--- config.mk ---
export PLATFORM = sky130hd
export DESIGN_NAME = bird_physics
export DESIGN_NICKNAME = d
export VERILOG_FILES = /design/src/rtl/bird_pkg.sv /design/src/rtl/edge_rise.sv /design/src/rtl/bird_physics.sv
export SDC_FILE = /design/constraint.sdc
export NUM_CORES = 1
export LEC_CHECK = 0
export ABC_AREA = 1
export ABC_CLOCK_PERIOD_IN_PS = 3700
export BUFFER_PORTS_ARGS = -buffer_cell sky130_fd_sc_hd__buf_2
export CAP_MARGIN = 20
export CORE_ASPECT_RATIO = 1.2
export CORE_UTILIZATION = 40
export DETAILED_ROUTE_END_ITERATION = 8
export GPL_TIMING_DRIVEN = 0
export PLACE_DENSITY = 0.59
export SLEW_MARGIN = 25
export SYNTH_ARGS = -nofsm -noshare
export SYNTH_HDL_FRONTEND = slang
export SYNTH_SLANG_ARGS = --single-unit
--- constraint.sdc ---
create_clock -name clk -period 3.7 [get_ports clk]
set_input_delay 0.74 -clock clk [delete_from_list [all_inputs] [get_ports clk]]
set_output_delay 0.74 -clock clk [all_outputs]
set_load 0.02 [all_outputs]
--- src/rtl/bird_pkg.sv ---
// Shared constants for the bird physics engine and the downstream death checker,
// so both blocks agree on state encoding and screen limits.
package bird_pkg;

   typedef enum logic [1:0] {
      ST_IDLE = 2'd0,
      ST_FLY  = 2'd1,
      ST_DEAD = 2'd2
   } bird_state_e;

   localparam logic [8:0]        START_H          = 9'd240;
   localparam logic [8:0]        Y_MAX            = 9'd479;
   localparam logic [8:0]        SCREEN_TOP_LIMIT = 9'd10;
   localparam logic [8:0]        SCREEN_BOT_LIMIT = 9'd420;
   localparam logic signed [6:0] GRAV             = 7'sd1;
   localparam logic signed [5:0] FLAP_V           = 6'sd8;
   localparam logic signed [6:0] MAX_FALL         = 7'sd10;
   localparam logic [2:0]        COOLDOWN         = 3'd4;

   // Saturate a signed candidate height into the legal row range [0, Y_MAX].
   function automatic logic [8:0] clamp_height(input logic signed [10:0] h);
      if (h < 11'sd0)
         return '0;
      else if (h > $signed({2'b00, Y_MAX}))
         return Y_MAX;
      else
         return h[8:0];
   endfunction

endpackage

--- src/rtl/edge_rise.sv ---
// 1-bit rising-edge detector with a registered history bit; rise_o is high
// in the clk where sig_i is high and was low on the previous clk.
module edge_rise (
   input  logic clk,
   input  logic rst,
   input  logic sig_i,
   output logic rise_o
);

   logic prev_q;

   // NOTE: flops use non-blocking assignments so every register samples pre-edge values.
   always_ff @(posedge clk or posedge rst) begin
      if (rst) prev_q <= 1'b0;
      else     prev_q <= sig_i;
   end

   assign rise_o = sig_i & ~prev_q;

endmodule

--- src/rtl/bird_physics.sv ---
// Vertical-motion engine for the player sprite: IDLE/FLY/DEAD FSM plus per-frame
// gravity/flap integration. Define FLAP_COOLDOWN_EN to ignore flaps after an accepted one.
module bird_physics
   import bird_pkg::*;
(
   input  logic              clk,
   input  logic              rst,
   input  logic              frame_tick,
   input  logic              flap_btn,
   input  logic              is_dead,
   output logic [8:0]        height,
   output logic signed [5:0] velocity,
   output logic              player_en,
   output logic [1:0]        state
);

   bird_state_e        state_q, state_d;
   logic [8:0]         height_q, height_d;
   logic signed [5:0]  velocity_q, velocity_d;
   logic               flap_pending_q, flap_pending_d;
   logic               flap_edge, flap_ok, take_flap;
   logic signed [6:0]  vel_inc;
   logic signed [5:0]  vel_grav, vel_new;
   logic signed [10:0] height_sum;

   edge_rise u_flap_edge (
      .clk    (clk),
      .rst    (rst),
      .sig_i  (flap_btn),
      .rise_o (flap_edge)
   );

`ifdef FLAP_COOLDOWN_EN
   logic [2:0] cooldown_q, cooldown_d;

   assign flap_ok = flap_edge & (cooldown_q == 3'd0);

   always_ff @(posedge clk or posedge rst) begin
      if (rst) cooldown_q <= '0;
      else     cooldown_q <= cooldown_d;
   end
`else
   assign flap_ok = flap_edge;
`endif

   assign take_flap = flap_pending_q | flap_ok;

   always_ff @(posedge clk or posedge rst) begin
      if (rst) state_q <= ST_IDLE;
      else     state_q <= state_d;
   end

   // NOTE: every combinational output gets a default first, so no path infers a latch.
   always_comb begin
      state_d = state_q;
      case (state_q)
         ST_IDLE: if (flap_edge) state_d = ST_FLY;
         ST_FLY:  if (is_dead)   state_d = ST_DEAD;
         ST_DEAD: if (flap_edge) state_d = ST_IDLE;
         default:                state_d = ST_IDLE;
      endcase
   end

   always_comb begin
      player_en = (state_q == ST_FLY) || (state_q == ST_DEAD);
      state     = state_q;
   end

   always_comb begin
      vel_inc    = $signed({velocity_q[5], velocity_q}) + GRAV;
      vel_grav   = (vel_inc > MAX_FALL) ? MAX_FALL[5:0] : vel_inc[5:0];
      vel_new    = take_flap ? -FLAP_V : vel_grav;
      height_sum = $signed({2'b00, height_q}) + 11'(vel_new);

      height_d       = height_q;
      velocity_d     = velocity_q;
      flap_pending_d = flap_pending_q;
`ifdef FLAP_COOLDOWN_EN
      cooldown_d     = cooldown_q;
`endif

      case (state_q)
         ST_FLY: begin
            // is_dead wins over a coincident frame_tick: no physics on that clk
            if (is_dead) begin
               velocity_d     = '0;
               flap_pending_d = 1'b0;
`ifdef FLAP_COOLDOWN_EN
               cooldown_d     = '0;
`endif
            end else if (frame_tick) begin
               velocity_d     = vel_new;
               height_d       = clamp_height(height_sum);
               flap_pending_d = 1'b0;
`ifdef FLAP_COOLDOWN_EN
               if (take_flap)              cooldown_d = COOLDOWN;
               else if (cooldown_q != 3'd0) cooldown_d = cooldown_q - 3'd1;
`endif
            end else if (flap_ok) begin
               flap_pending_d = 1'b1;
            end
         end
         ST_DEAD: begin
            velocity_d     = '0;
            flap_pending_d = 1'b0;
            if (flap_edge) height_d = START_H;
         end
         default: begin
            height_d       = START_H;
            velocity_d     = '0;
            flap_pending_d = flap_edge;
`ifdef FLAP_COOLDOWN_EN
            cooldown_d     = '0;
`endif
         end
      endcase
   end

   always_ff @(posedge clk or posedge rst) begin
      if (rst) begin
         height_q       <= START_H;
         velocity_q     <= '0;
         flap_pending_q <= 1'b0;
      end else begin
         height_q       <= height_d;
         velocity_q     <= velocity_d;
         flap_pending_q <= flap_pending_d;
      end
   end

   assign height   = height_q;
   assign velocity = velocity_q;

endmodule

==> impl_metrics.ini, run 1 <==
[critical_path]
crit_required_ns = 3.91
cp.arrival_ns = 3.52
cp_max_fo = 8
r2r_start = velocity[0]
worstSetupStartpoint = velocity[0]
start_kind = flop
end_kind = flop
crit_type = flop to flop

[final_layout]
antenna_cells = 0
syn_to_final_growth_pct = 13.7
drive_above_1_share = 0.209
nFillCells = 422
finalNetCount = 275
fin_area_um2 = 1880

[timing]
finalMaxSlewViolations = 0
fmax_mhz = 302
finClkSkew_ns = 0.00341
tightestPinTransition_ns = 0.728
tns_ns = 0
hold_viol = 0
min_period_ns = 3.31
period_share = 0.895
setup_violations = 0
rsz0062_at_grt = no
max_slew_margin = 0.514

[placed_design]
gp_congestion = 0.887
place_area_um2 = 1840
io_buffers = 22
dp_hpwl_um = 3090

[yosys]
yosys_warnings = 0
synth-async-reset-ratio = 1.00
synth_ff_type = dfrtp_1
synth_top_family_by_area = simple AND/OR/NAND/NOR gates
muxShareOfSynthArea = 0
yosys.area_share.simple = 0.345
synth_cell_types = 30
syn_nets = 248
syn_inst = 227
synth_area_um2 = 1660
synthAdderAreaFrac = 0.125
synth_edf_count = 0
ys_ff_latch = 19
synth_compound_area_frac = 0.122
ys_seq_area_frac = 0.290
synth_xor_area_frac = 0.0325
synth_area_per_cell_um2 = 7.30

[clock_tree]
clock-sinks = 19
htreeDepth = 1
clkTransAtPathRegs_ns = 0.08
cts_tree = done
cts_setup_buffers = 0
clockBufferDepth = 2
cts_buffers = 3
cts_root_buf = clkbuf_8
clock_latency_ns = 0.26
cts_resized = 0
ctsHoldBuffers = 0

[drt]
firstDrtPassIters = 4
dr.first_iter.drc_count = 59
antenna_left = 0
vias_per_cell = 4.82
wl_um = 3730
post_drt_wl_per_cell_um = 12.2
dr_total_vias = 1480
drc = 0

[floorplanning]
start_util = 0.421
std_cell_rows = 25
fp.dieH_um = 72.5
fp.coreArea_um2 = 3940
ios = 23
die_w_um = 60.8
dieArea_um2 = 4410

[global_routing]
grt.total_usage = 0.188
antenna_found_initial = 0
grt_pass1_wl_um = 6160
grt_pass1_vias = 1400
grt_max_degree = 20
overflow = 0

[hold_path]
min_from = height[0]
min_path_type = flop to flop

[flow_run]
maxCapViolations = 0

[run_status]
status = finished clean

[power]
pwr_density_cell_nw_per_um2 = 799
leakage_nw = 0.990
ir_worst_vdd_mv = 0.378
synthesized netlist by cell type, drive strengths merged (2+ instances only):
library cell / n / area [um2]
o21ai: 14 / 73.8
dfrtp: 15 / 375
or2: 3 / 18.8
a21oi: 9 / 45.0
nor3: 4 / 36.3
nand2: 64 / 285
dfstp: 4 / 105
o22ai: 5 / 31.3
inv: 38 / 143
ha: 15 / 188
nor2: 17 / 68.8
nand4: 6 / 37.5
xor2: 4 / 53.8
nand3: 21 / 125
o211ai: 2 / 15.0
critical path, cell delays in order (launching register included):
cell,delay (ns)
dfrtp_1,0.49
ha_1,0.28
nand4_1,0.12
nand2_1,0.12
o21ai_1,0.52
ha_1,0.41
a21oi_1,0.24
nor3_1,0.07
a211oi_1,0.32
nand2_4,0.12
xor2_4,0.23
nand2_2,0.11
nand2_2,0.07
nand3_1,0.07
nand2_1,0.07
inv_1,0.03
metrics by stage:
step	hold slack (ns)	total power [mW]	utilization	worst slack, ns	cells
6_report	0.523	1.51	0.478	0.387	307
5_1_grt	0.541	1.67	0.478	0.0539	307
4_1_cts	0.534	1.52	0.478	0.129	307
3_5_place_dp	0.513	1.36	0.466	0.147	303
3_3_place_gp	0.515	1.36	0.466	0.136	303
2_1_floorplan	0.504	1.13	-	0.634	227
layer usage:
layer	wire, um	track usage	vias up
li1	-	-	796
met1	1720	0.227	665
met2	1930	0.346	17
met3	73	0.0214	2
met4	14	0.0455	0
met5	0	0	-
where the power goes:
part	switching, mW	internal (mW)	total, mW
clock	0.0765	0.0760	0.152
combinational	0.687	0.349	1.04
sequential	0.0458	0.272	0.317
layout make-up:
cell class	count	area, um2	share of cell area
multi-input cells	170	1030	0.549
flip-flops and latches	19	480	0.255
inverters	38	143	0.0757
repair buffers	22	110	0.0584
well taps	54	67.6	0.0359
clock buffers	3	41.3	0.0219
clock inverters	1	7.51	0.00398
flip-flops by register name, indices dropped and copies added, names as in the netlist:
| name | count |
|---|---|
| velocity | 6 |
| u_flap_edge.prev_q | 1 |
| flap_pending_q | 1 |
| height | 9 |
| state | 2 |
cells by family after synthesis:
| family | count (synthesis) |
|---|---|
| flops | 19 |
| simple gates | 115 |
| fa+ha+maj | 16 |
| compound gates | 35 |
| buf+inv | 38 |
| xor+xnor | 4 |
final timing paths:
kind	endpoint	slack, ns	cells after the start
setup / recovery	height[6]	0.39	15
hold / removal	height[0]	0.52	2
setup reg to reg	height[6]	0.39	15
hold reg to reg	height[0]	0.52	2
max in group asynchronous	height[2]	2.65	2
min in group asynchronous	height[8]	0.59	2
cell usage in the layout, fill, tap and decap left out, types with 2 or more instances in the layout:
| cell type | instances |
|---|---|
| nand3_1 | 17 |
| xor2_1 | 3 |
| nor2_2 | 2 |
| clkbuf_8 | 3 |
| nand2_1 | 54 |
| ha_1 | 15 |
| dfstp_2 | 4 |
| o22ai_1 | 5 |
| inv_1 | 38 |
| o21ai_1 | 4 |
| nand3_2 | 4 |
| nor3_1 | 2 |
| o21ai_0 | 9 |
| nand2_2 | 6 |
| o211ai_1 | 2 |
| nand2_4 | 4 |
| nand4_1 | 6 |
| dfrtp_1 | 15 |
| or2_2 | 3 |
| a21oi_1 | 9 |
| nor2_1 | 15 |
| buf_2 | 22 |
(Power assumes the default switching activity.)
==> inputs of run 2 (changes only) <==
ABC_CLOCK_PERIOD_IN_PS = 2950   (was 3700)
PLACE_DENSITY = 0.61   (was 0.59)
clock period = 2.95 ns   (was 3.7 ns; I/O delays follow)
==> run 2 against run 1 <==
Net effect: combinational power rose by 63%; fmax rose by 14%; wire length rose by 11%; non-clock buffer count rose by 17; register-to-register slack got worse by 0.34 ns; setup slack got worse by 0.34 ns; first-iteration DRC count fell by 25%; core utilization rose by 9.7 points; highest routed layer unchanged.
==> impl_metrics.ini, run 2 (synthesis results as in run 1) <==
[global_routing]
overflow = 0
grt_pass1_vias = 1498
grt_pass1_wl_um = 6630
antenna_found_initial = 0
grt.total_usage = 0.201
grt_max_degree = 20

[timing]
max_slew_margin = 0.516
tightestPinTransition_ns = 0.725
setup_violations = 0
rsz0062_at_grt = yes
min_period_ns = 2.90
whs_ns = 0.433
tns_ns = 0
hold_viol = 0
period_share = 0.984
finClkSkew_ns = 0.00133
finalMaxSlewViolations = 0
fmax_mhz = 344

[clock_tree]
cts_buffers = 3
ctsHoldBuffers = 0
clock-sinks = 19
clock_latency_ns = 0.26
cts_tree = done
htreeDepth = 1
cts_root_buf = clkbuf_8
clockBufferDepth = 2
clkTransAtPathRegs_ns = 0.08

[critical_path]
worstSetupStartpoint = velocity[0]
critPathSlowestCell = dfrtp_2
r2r_start = velocity[0]
start_kind = flop
path_buf_inv = 3
end_kind = flop
crit_type = flop to flop
cp_max_fo = 5
reg2reg_depth = 22
crit_required_ns = 3.17
rrSetupSlack_ns = 0.05
max_stage_delay_ns = 0.47
crit_family = simple AND/OR/NAND/NOR gates
worst_path_most_repeated_cell = nand2_4
cp.arrival_ns = 3.12
r2r-end = height[4]
cp_cell_sequence = ha_4 > or2_4 > nand2_2 > nand2_2 > nand3_2 > nand2_4 > nand2_4 > nor2_4 > ha_4 > inv_2 > fa_2 > inv_2 > nand4_1 > nand3_2 > nand2_1 > nor2_2 > nand3_4 > nand2_4 > nand2_4 > nand3_2 > nand2_2 > inv_2

[final_layout]
drive_above_1_share = 0.433
largest_reg_flops = 9
stdcell_count = 324
final_util = 0.575
multiInputGateArea_um2 = 1280
antenna_cells = 0
final_cell_mix = nand2_1, inv_1, buf_2
fin_area_um2 = 2270
syn_to_final_growth_pct = 36.8
finalNetCount = 292
regArea_um2 = 483
layout_commonest_cell = nand2_1
nFillCells = 359

[floorplanning]
start_util = 0.421
ios = 23
die_w_um = 60.8
fp.coreArea_um2 = 3940
fp.dieH_um = 72.5
std_cell_rows = 25
dieArea_um2 = 4410

[drt]
firstDrtPassIters = 4
drc = 0
post_drt_wl_per_cell_um = 12.8
wl_um = 4160
vias_per_cell = 4.95
dr.first_iter.drc_count = 44
dr_total_vias = 1603
antenna_left = 0

[placed_design]
io_buffers = 22
place_area_um2 = 1840
gp_congestion = 0.869
dp_hpwl_um = 2960
dp_cells = 303

[power]
ir_worst_vdd_mv = 0.507
leakage_nw = 1.09
pwr_density_cell_nw_per_um2 = 1010

[run_status]
status = finished clean

[flow_run]
maxCapViolations = 0

[hold_path]
min_path_type = input pin to asynchronous set/reset pin
[run 2: changes by cell type in the layout (fill, tap and decap cells not counted), sizes merged]
| cell | change |
|---|---|
| buf | +17 |
[run 2: layer usage]
layer  wire length [um]  track usage
met4                116       0.0808
met5                  0            0
met2               2110        0.346
met3                 92       0.0232
met1               1840        0.249
[run 2: cell type report]
cell class,instances,area share
Tap cell,54,0.0298
Clock buffer,3,0.0182
Clock inverter,1,0.00331
Timing Repair Buffer,39,0.108
Inverter,38,0.0629
Multi-Input combinational cell,170,0.565
Sequential cell,19,0.213
[run 2: worst max-delay path by stage]
stage,cells after the start,end
final,22,height[4]
after detailed placement,15,height[4]
after global placement,15,height[6]
after global routing,23,height[4]
after CTS,24,height[4]
after floorplan,22,height[6]
[run 2: timing repair]
action	CTS	global route
gates cloned	0	0
pin swaps	17	39
buffers inserted	12	5
endpoints found under the setup margin	9	9
resized for setup	22	46
[run 2: stage by stage]
step / setup WS, ns / power, mW
2_1_floorplan: 0.0300 / 1.42
3_3_place_gp: -0.295 / 1.70
3_5_place_dp: -0.282 / 1.70
4_1_cts: -0.00689 / 2.01
5_1_grt: -0.124 / 2.49
6_report: 0.0469 / 2.29
[run 2: power by group]
part,internal [mW],switching (mW)
sequential,0.341,0.0632
combinational,0.625,1.07
clock,0.0954,0.101
